**config.mk**
```make
export PLATFORM = sky130hd
export DESIGN_NAME = serial_add_arbiter
export DESIGN_NICKNAME = d
export VERILOG_FILES = /design/src/rtl/serial_add_pkg.sv /design/src/rtl/serial_add_core.sv /design/src/rtl/serial_add_arbiter.sv
export SDC_FILE = /design/constraint.sdc
export NUM_CORES = 1
export LEC_CHECK = 0
export ABC_AREA = 1
export CORE_UTILIZATION = 45
export CTS_CLUSTER_DIAMETER = 120
export DETAILED_ROUTE_END_ITERATION = 10
export DONT_BUFFER_PORTS = 1
export GPL_TIMING_DRIVEN = 0
export PLACE_DENSITY = 0.56
export SKIP_CTS_REPAIR_TIMING = 1
export SYNTH_ARGS = -nofsm -noshare
export SYNTH_HDL_FRONTEND = slang
export SYNTH_HIERARCHICAL = 1
export SYNTH_SLANG_ARGS = --single-unit
export TNS_END_PERCENT = 5
```
**constraint.sdc**
```tcl
create_clock -name clk -period 5.7 [get_ports clk]
set_input_delay 0.285 -clock clk [delete_from_list [all_inputs] [get_ports clk]]
set_output_delay 0.285 -clock clk [all_outputs]
set_load 0.05 [all_outputs]
```
**src/rtl/serial_add_pkg.sv**
```systemverilog
// Shared types and defaults for the shared bit-serial adder scheduler.
package serial_add_pkg;

    localparam int DEFAULT_WIDTH = 8;

    typedef enum logic [1:0] {
        IDLE = 2'd0,
        ADD  = 2'd1,
        RESP = 2'd2
    } state_t;

endpackage

```
**src/rtl/serial_add_core.sv**
```systemverilog
// Bit-serial LSB-first adder datapath: operand shift registers, carry and
// sum shift register. Sequencing is owned by the enclosing scheduler.
module serial_add_core
    import serial_add_pkg::*;
#(
    parameter int WIDTH = DEFAULT_WIDTH
) (
    input  logic             clk,
    input  logic             rst,
    input  logic             load,
    input  logic             shift_en,
    input  logic [WIDTH-1:0] a_in,
    input  logic [WIDTH-1:0] b_in,
    output logic [WIDTH:0]   sum
);

    logic [WIDTH-1:0] a_sr;
    logic [WIDTH-1:0] b_sr;
    logic [WIDTH-1:0] sum_sr;
    logic             carry;
    logic             s_bit;

    assign s_bit = a_sr[0] ^ b_sr[0] ^ carry;

    // Sum bits enter at the MSB so that after WIDTH shifts the first bit is the LSB.
    always_ff @(posedge clk or posedge rst) begin
        if (rst) begin
            a_sr   <= '0;
            b_sr   <= '0;
            sum_sr <= '0;
            carry  <= 1'b0;
        end else if (load) begin
            a_sr  <= a_in;
            b_sr  <= b_in;
            carry <= 1'b0;
        end else if (shift_en) begin
            a_sr   <= a_sr >> 1;
            b_sr   <= b_sr >> 1;
            sum_sr <= {s_bit, sum_sr[WIDTH-1:1]};
            carry  <= (a_sr[0] & b_sr[0]) | (a_sr[0] & carry) | (b_sr[0] & carry);
        end
    end

    assign sum = {carry, sum_sr};

endmodule

```
**src/rtl/serial_add_arbiter.sv**
```systemverilog
// Round-robin scheduler sharing one bit-serial adder between NREQ requesters,
// returning tagged sums on a single backpressured response channel.
module serial_add_arbiter
    import serial_add_pkg::*;
#(
    parameter int NREQ  = 4,
    parameter int WIDTH = DEFAULT_WIDTH,
    parameter int IDW   = $clog2(NREQ)
) (
    input  logic                  clk,
    input  logic                  rst,
    input  logic [NREQ-1:0]       req_valid,
    output logic [NREQ-1:0]       req_ready,
    input  logic [NREQ*WIDTH-1:0] req_a,
    input  logic [NREQ*WIDTH-1:0] req_b,
    output logic                  rsp_valid,
    input  logic                  rsp_ready,
    output logic [IDW-1:0]        rsp_id,
    output logic [WIDTH:0]        rsp_sum,
    output logic                  busy
);

    localparam int CNTW = $clog2(WIDTH);

    state_t            state;
    state_t            next_state;
    logic [IDW-1:0]    rr_ptr;
    logic [CNTW-1:0]   count;
    logic              grant_found;
    logic [IDW-1:0]    grant_id;
    logic [NREQ-1:0]   grant_onehot;
    logic              load;
    logic [WIDTH-1:0]  sel_a;
    logic [WIDTH-1:0]  sel_b;

    // Search starts just after the last winner so every requester gets a turn.
    always_comb begin
        grant_found  = 1'b0;
        grant_id     = '0;
        grant_onehot = '0;
        for (int i = 1; i <= NREQ; i++) begin
            if (!grant_found && req_valid[(int'(rr_ptr) + i) % NREQ]) begin
                grant_found = 1'b1;
                grant_id    = IDW'((int'(rr_ptr) + i) % NREQ);
            end
        end
        if (grant_found) begin
            grant_onehot[grant_id] = 1'b1;
        end
    end

    always_comb begin
        next_state = state;
        case (state)
            IDLE:    if (grant_found) next_state = ADD;
            ADD:     if (count == CNTW'(WIDTH - 1)) next_state = RESP;
            RESP:    if (rsp_ready) next_state = IDLE;
            default: next_state = IDLE;
        endcase
    end

    assign load      = (state == IDLE) && grant_found;
    assign req_ready = (state == IDLE) ? grant_onehot : '0;
    assign rsp_valid = (state == RESP);
    assign busy      = (state != IDLE);
    assign sel_a     = req_a[int'(grant_id)*WIDTH +: WIDTH];
    assign sel_b     = req_b[int'(grant_id)*WIDTH +: WIDTH];

    always_ff @(posedge clk or posedge rst) begin
        if (rst) begin
            state  <= IDLE;
            rr_ptr <= IDW'(NREQ - 1);
            count  <= '0;
            rsp_id <= '0;
        end else begin
            state <= next_state;
            if (load) begin
                rr_ptr <= grant_id;
                rsp_id <= grant_id;
                count  <= '0;
            end else if (state == ADD) begin
                count <= count + 1'b1;
            end
        end
    end

    serial_add_core #(
        .WIDTH(WIDTH)
    ) u_core (
        .clk      (clk),
        .rst      (rst),
        .load     (load),
        .shift_en (state == ADD),
        .a_in     (sel_a),
        .b_in     (sel_b),
        .sum      (rsp_sum)
    );

endmodule

```
* After elaboration in Yosys (flattened, before gate mapping)
Cells that the tools add are included.
** Storage, ports and cells
- Register bits after elaboration :: 34
- Latch bits :: 0
- Memory bits (writable) :: 0
- Memory bits (read-only) :: 0
- Logic and storage cells :: 92
- Memories :: 0
** Operators by class
- Add/sub/neg operators :: 5
- $mul :: 0
- Div/mod/pow operators :: 0
- Order comparisons :: 6
- Equal/unequal tests :: 6
- Shift-type cells :: 2
- Multiplexer cells :: 36
- Bitwise gates (word level) :: 12
- Reduce and logical (&&, ||, !) cells :: 17
** Operators by type and width (count)
- 32-bit by 6-bit variable part select with 8-bit output :: 2
- 8-bit 2-to-1 mux :: 4
- 3-bit by 4-bit less-than comparator with 1-bit output, second input constant :: 4
- 1-bit 2-to-1 mux :: 15
- 2-bit 2-to-1 mux :: 7
- 1-bit binary-select mux with 2-bit select :: 4
- 4-bit 2-to-1 mux :: 2
- 2-bit OR reduction :: 4
- 3-bit 2-to-1 mux :: 2
- 2-bit one-hot mux with 3 select lines :: 1
- 1-bit logical AND :: 5
- 2-bit by 1-bit adder with 2-bit output, second input constant :: 2
- 2-bit adder, second input constant :: 2
- 1-bit AND, first input constant :: 4
- 2-bit != test, second input constant :: 2
- 2-bit nonzero test :: 2
- 3-bit by 1-bit adder with 3-bit output, second input constant :: 1
- 1-bit AND :: 3
- 3-bit == test, second input constant :: 1
- 1-bit zero test :: 3
- 2-bit by 3-bit less-than comparator with 1-bit output, second input constant :: 1
- 3-bit AND reduction :: 1
- 1-bit demux with 2-bit select :: 1
- 2-bit by 1-bit == test with 1-bit output, second input constant :: 1
- 8 further kinds :: 10

* Depth between registers and ports, before layout
Gate-level depths: netlist (run 1).
- Word-level depth :: 22
- Gate-level depth with buffers :: 17

* Modules after synthesis
The synthesis (run 1) kept the hierarchy.
** By module, submodules not included
- serial_add_arbiter :: instances 1, cells each 262, area each 1400.1 µm², seq. area each 227.7 µm²
- serial_add_core :: instances 1, cells each 128, area each 1128.6 µm², seq. area each 625.6 µm²

* Worst setup path after synthesis (run 1)
OpenSTA, ideal clock, no wires.
- Kind :: reg2out
- From :: register rr_ptr[0]
- To :: output req_ready[0]
- Arrival :: 2.479 ns
- Setup slack :: 2.936 ns
- Cell stages (with the launch flop) :: 10
- Path buffers :: 1
- Path through :: dfstp_2 > buf_4 > inv_4 > nand2_1 > nand2_1 > o21ai_0 > nand3_4 > nand3_4 > inv_1 > nor3_1
** On the way
- Word-level cells in the longest chain between the ends :: 20
** RTL lines
- from (decl) :: RTL line serial_add_arbiter.sv:27 : logic [IDW-1:0] rr_ptr;
- from (signal assigned) :: RTL line serial_add_arbiter.sv:72 : rr_ptr <= IDW'(NREQ - 1);
- from (signal assigned) :: RTL line serial_add_arbiter.sv:78 : rr_ptr <= grant_id;
- 2-bit by 1-bit adder with 2-bit output :: RTL line serial_add_arbiter.sv:42, serial_add_arbiter.sv:44
- 1-bit binary-select mux with 2-bit select :: RTL line serial_add_arbiter.sv:42 : if (!grant_found && req_valid[(int'(rr_ptr) + i) % NREQ]) begin
- 1-bit 2-to-1 mux (implied by the code) (2 in a row) :: RTL line serial_add_arbiter.sv:42
- 1-bit 2-to-1 mux :: RTL line serial_add_arbiter.sv:42
- 1-bit zero test :: RTL line serial_add_arbiter.sv:42
- 1-bit logical AND :: RTL line serial_add_arbiter.sv:42
- 1-bit 2-to-1 mux :: RTL line serial_add_arbiter.sv:42
- 1-bit zero test :: RTL line serial_add_arbiter.sv:42
- [... 3 more ...]
- 1-bit logical AND :: RTL line serial_add_arbiter.sv:42
- 2-bit 2-to-1 mux :: RTL line serial_add_arbiter.sv:42
- 2-bit by 3-bit less-than comparator with 1-bit output (implied by the code) / 2-bit by 1-bit greater-or-equal comparator with 1-bit output (equally long branches) :: RTL line serial_add_arbiter.sv:48 : grant_onehot[grant_id] = 1'b1;
- 1-bit logical AND (implied by the code) :: RTL line serial_add_arbiter.sv:48
- 1-bit 2-to-1 mux (implied by the code) :: RTL line serial_add_arbiter.sv:48
- 1-bit demux with 2-bit select :: RTL line serial_add_arbiter.sv:48
- 4-bit 2-to-1 mux (*) :: RTL line serial_add_arbiter.sv:47 : if (grant_found) begin
- 4-bit 2-to-1 mux (*) :: RTL line serial_add_arbiter.sv:63 : assign req_ready = (state == IDLE) ? grant_onehot : '0;
- to (decl) :: RTL line serial_add_arbiter.sv:13 : output logic [NREQ-1:0] req_ready,
Mark *: on every way between the ends. The rest lies on a longest branch, timed or not. The select of a mux whose other input is x is not followed.

* Worst setup path in the final report (run 1)
- From :: register rr_ptr[0]
- To :: output req_ready[1]
The elaborated chain is that of the path after synthesis.

==> results of run 1 <==
[worst max-delay path, delay by kind of cell (launching register included)]
kind	cells	cell delay [ns]
AND/OR/NAND/NOR	10	1.51
buffers and inverters	3	0.39
flip-flops	1	0.52
[area by class of cell]
type / count / area [um2]
flip-flops and latches: 34 / 853.3
clock buffers: 7 / 86.33
inverters: 19 / 73.82
repair buffers: 1 / 10.01
well taps: 70 / 87.58
fillers: 578 / 2522
plain buffers: 23 / 171.4
multi-input cells: 314 / 1435
clock inverters: 1 / 30.03
[cells in the mapped netlist]
library cell,count
nand2_2,5
buf_6,7
nor3_1,1
nand2_1,218
dfstp_2,2
dfrtp_1,32
nand3_2,1
nor2_4,2
o21ai_0,5
nor2_1,6
nor2_8,1
nand4_1,32
o21ai_1,1
nand3_1,34
clkinv_1,1
inv_1,13
inv_4,1
buf_2,11
ha_1,2
fa_1,1
nor3_2,1
inv_2,4
a21oi_1,2
nand3_4,2
buf_4,5
[stage by stage]
stage | cells | setup slack [ns] | instance area (um2) | utilization (%) | hold WS, ns
after global routing | 469 | 2.429 | 2748 | 52.14 | 0.1031
after detailed placement | 460 | 2.685 | 2616 | 49.64 | 0.1565
after global placement | 460 | 2.703 | 2616 | 49.64 | 0.1572
after CTS | 468 | 2.364 | 2733 | 51.85 | -0.1554
after floorplan | 390 | 2.936 | 2529 | - | 0.1115
final | 469 | 2.724 | 2748 | 52.14 | 0.1029
[kinds of logic after synthesis]
family | after synthesis | synth area share (%)
and+or+nand+nor | 303 | 53.19
buffers and inverters | 42 | 9.698
DFF | 34 | 33.75
AOI/OAI and AO/OA | 8 | 1.583
adders and majority gates | 3 | 1.781
[registers in the layout (all words and copies together) (netlist names)]
name,count
u_core/a_sr,8
u_core/b_sr,8
u_core/carry,1
rsp_id,2
state,2
count,3
rr_ptr,2
u_core/sum_sr,8
[final timing paths]
| check | slack [ns] | endpoint |
|---|---|---|
| setup / recovery | 2.72 | req_ready[1] |
| hold / removal | 0.10 | u_core/sum_sr[4] |
| setup reg to reg | 3.41 | u_core/sum_sr[1] |
| hold reg to reg | 0.48 | u_core/a_sr[7] |
| max in group asynchronous | 5.00 | rr_ptr[0] |
| min in group clk | 0.11 | state[1] |
[per-layer routing]
layer | share of wire (%) | global-route usage (%) | vias to the layer above
li1 | - | - | 1267
met1 | 47 | 32.13 | 1110
met2 | 44 | 36.25 | 69
met3 | 6.7 | 6.667 | 14
met4 | 2.5 | 9.808 | 0
met5 | 0 | 0 | -
==> flow_summary.toml, run 1 <==
[routing]
drt_pre_antenna_iters = 4
vias = 2460
dr.first_iter.drc_count = 96
routed_wl_um = 6489
drtAntennaViolNets = 0
drt_drc_violations_left = 0
drt-wirelength-per-cell_um = 13.84
viasPerCell = 5.245

[cts]
clock_latency_ns = 0.29
cts_buffer_depth = 2
numCtsBuffers = 5
root_buffer = "clkbuf_8"
cts_tree = "yes"
clk_pin_slew_ns = 0.07
numClockSinks = 34
htree_levels = 2

[timing]
fin_crit_sh_pct = 52.21
final.setup.tns_ns = 0
finalCriticalPeriod_ns = 2.976
worstMarginPinSlew_ns = 0.9650
skew_ns = 0.005498
slew_viol_final = 0
relSlewSlack_pct = 35.60
rsz0062_at_grt = "false"
max_freq_mhz = 336.0
finalSetupViolations = 0
final-hold-violation-count = 0

[die]
rows = 26
die_h_um = 76.96
coreArea_mm2 = 0.005270
dieWidth_um = 76.96
io_pins = 88
fp.dieArea_mm2 = 0.005923
start_util_pct = 47.98

[synth]
postSynthAreaPerCell_um2 = 6.484
ys_ff_latch = 34
synth_cell_type_count = 25
yosysSeqAreaShare_pct = 33.75
yosysWarnings = 6
netlist_area_mm2 = 0.002529
synth_cells = 390
synth_fp_nets = 464
synth_top_area_share_pct = 32.36
yosys-top-cells-area = "nand2_1 (32%), dfrtp_1 (32%), nand4_1 (7.9%)"
synth_top_area_cell = "nand2_1"

[global_route]
grt_start_max_net_pins = 26
grt_first_pass_wirelength_um = 11160
grt_usage_pct = 23.99
first_global_vias = 2396
antenna_found_initial = 0
overflow = 0

[finish]
antenna_cells = 0
drive_gt1_share_pct = 12.53
final_common_cell = "nand2_1"
layout_common_cells = "nand2_1 (218), nand3_1 (34), nand4_1 (32), dfrtp_1 (32), inv_1 (13)"
nets = 472
syn_to_final_growth_pct = 8.659

[critical_path]
crit_required_ns = 5.41
startpoint = "rr_ptr[0]"
cp_slowest_cell = "nor2_1"
ff2ff_path_depth = 13
path_max_fanout = 9
cpMostUsedCell = "nand2_1"
regToRegStartpoint = "rr_ptr[0]"
endpoint_kind = "output pin"
timing_worst_setup_path_type = "flip-flop to output pin"
crit_chain = "buf_4, inv_4, nand2_1, nand2_1, nand2_1, nand2_1, nand2_1, nand2_1, nand2_2, nand3_4, inv_1, nand2_1, nor2_1"
worstPathArrival_ns = 2.69
slowest_delay_ns = 0.70
startpoint_type = "flip-flop"

[place]
dp_hpwl_um = 4949
gp_congestion = 0.8291
port_buffers = 0

[worst_hold_path]
hold_path_class = "input port to asynchronous set/reset pin"

[job]
maxCapViolations = 0

[outcome]
status = "finished clean"
Power of run 1 is not shown: default switching activity piles up to over one toggle a cycle in this logic, so the estimate is an artifact.
==> inputs of run 2 (changes only) <==
Settings changed: PLACE_DENSITY 0.56 to 0.58.
Clock period 5.7 ns to 2.39 ns, I/O delays scaled along.
==> run 2 against run 1 <==
  * The run now ends with negative hold slack, negative setup slack left
  * Sequential cell count unchanged
  * Sequential share of layout area is 2.7 points lower
  * Routed wire length grew 4.5%
  * Worst setup slack got worse by 2.8 ns
  * Global-route usage decreased by 1.5 points
  * Via count is 3.5% higher
  * Critical endpoint is now req_ready[0]
  * Largest cell class unchanged
==> flow_summary.toml, run 2 (synthesis gave the netlist of run 1 again) <==
[place]
port_buffers = 0
placedCellCount = 460
dp_hpwl_um = 5037
place_worst_setup_slack_ns = -0.1432
gp_congestion = 0.8308

[global_route]
first_global_vias = 2421
grt_first_pass_wirelength_um = 10530
overflow = 0
antenna_found_initial = 0
grt_usage_pct = 22.47
grt_start_max_net_pins = 26

[finish]
drive_gt1_share_pct = 21.01
antenna_cells = 0
nets = 487
top_regs = "u_core/a_sr x8, u_core/b_sr x8, u_core/sum_sr x8"
final_common_cell = "nand2_1"
fillers = 555
syn_to_final_growth_pct = 18.80
layout_common_cells = "nand2_1 (204), nand4_1 (32), dfrtp_1 (32)"
layout.cells.non_filler = 484

[die]
fp.dieArea_mm2 = 0.005923
coreArea_mm2 = 0.005270
rows = 26
dieWidth_um = 76.96
io_pins = 88
start_util_pct = 47.98
die_h_um = 76.96

[timing]
holdWs_ns = -0.05244
skew_ns = 0.005293
final.setup.tns_ns = -0.1674
finalSetupViolations = 4
fin_crit_sh_pct = 102.9
relSlewSlack_pct = 35.46
rsz0062_at_grt = "true"
worstMarginPinSlew_ns = 0.9671
fin_ws_ns = -0.06923
final-hold-violation-count = 25
slew_viol_final = 0
max_freq_mhz = 406.6
finalCriticalPeriod_ns = 2.459

[routing]
drt_drc_violations_left = 0
drt-wirelength-per-cell_um = 14.01
drtAntennaViolNets = 0
drt_pre_antenna_iters = 4
viasPerCell = 5.258
vias = 2545
routed_wl_um = 6781
dr.first_iter.drc_count = 103

[cts]
clock_latency_ns = 0.28
htree_levels = 2
clk_pin_slew_ns = 0.07
numClockSinks = 34
numCtsBuffers = 5
cts_tree = "yes"
cts_buffer_depth = 2
root_buffer = "clkbuf_8"

[critical_path]
r2r-end = "u_core/b_sr[0]"
crit_required_ns = 2.27
slowest_delay_ns = 0.53
startpoint = "rr_ptr[0]"
endpoint_kind = "output pin"
timing_worst_setup_path_type = "flip-flop to output pin"
cp_slowest_cell = "dfstp_2"
endpoint = "req_ready[0]"
regToRegStartpoint = "rr_ptr[0]"
ff2ff_path_depth = 17
path_max_fanout = 9
worstPathArrival_ns = 2.34
cpMostUsedCell = "nand2_2"
r2r_setup_slack_ns = 0.16
crit_chain = "buf_6, inv_8, nand2_2, nand2_2, nand2_2, nand2_4, nor2_4, nand3_4, nand3_4, clkinvlp_4, nor3_4"
startpoint_type = "flip-flop"

[job]
maxCapViolations = 0

[outcome]
status = "finished, violations left"
violations = "negative hold slack, negative setup slack"

[worst_hold_path]
hold_path_class = "input port to asynchronous set/reset pin"
[run 2: cell types whose count changed in the layout (fill, tap and decap cells not counted), moves of 3 or more]
cell	change
nand3_1	-4
nand2_2	+8
nand2_1	-14
buf_4	+11
nand3_2	+3
nand2_4	+6
[run 2: critical path, delay by kind of cell, from the launching register on]
| family | cells | cell delay [ns] |
|---|---|---|
| flip-flops | 1 | 0.53 |
| buffers and inverters | 3 | 0.31 |
| AND/OR/NAND/NOR | 8 | 1.20 |
[run 2: how the worst min path moves through the flow]
stage               start                to  slack, ns  cells after the start
global placement      rst          count[2]     -0.009                      1
global route          rst  u_core/sum_sr[4]       0.02                      1
detailed placement    rst          count[2]      -0.02                      1
finish                rst  u_core/sum_sr[4]      -0.05                      1
floorplan             rst          count[0]      -0.05                      1
CTS                   rst          count[2]      -0.33                      1
[run 2: layer usage]
layer  global-route usage, %  vias up  share of wire [%]
li1                        -     1292                  -
met1                   27.00     1177                 44
met2                   38.84       70                 49
met3                   5.952        6                5.9
met4                   7.115        0                1.1
met5                       0        -                  0
[run 2: area by class of cell]
cell class / count / area [um2] / share of cell area, %
Clock inverter: 1 / 5.005 / 0.1666
Inverter: 19 / 90.09 / 2.999
Multi-Input combinational cell: 314 / 1555 / 51.77
Sequential cell: 34 / 853.3 / 28.40
Clock buffer: 7 / 86.33 / 2.874
Timing Repair Buffer: 16 / 137.6 / 4.581
Tap cell: 70 / 87.58 / 2.915
Buffer: 23 / 188.9 / 6.289
[run 2: metrics by stage]
step	hold WS (ns)	util (%)	cell area [um2]
2_1_floorplan	-0.05401	-	2534
3_3_place_gp	-0.009034	49.74	2621
3_5_place_dp	-0.01577	49.74	2621
4_1_cts	-0.3267	51.47	2713
5_1_grt	0.01850	57.00	3004
6_report	-0.05244	57.00	3004
Power of run 2 is left out for the same reason.
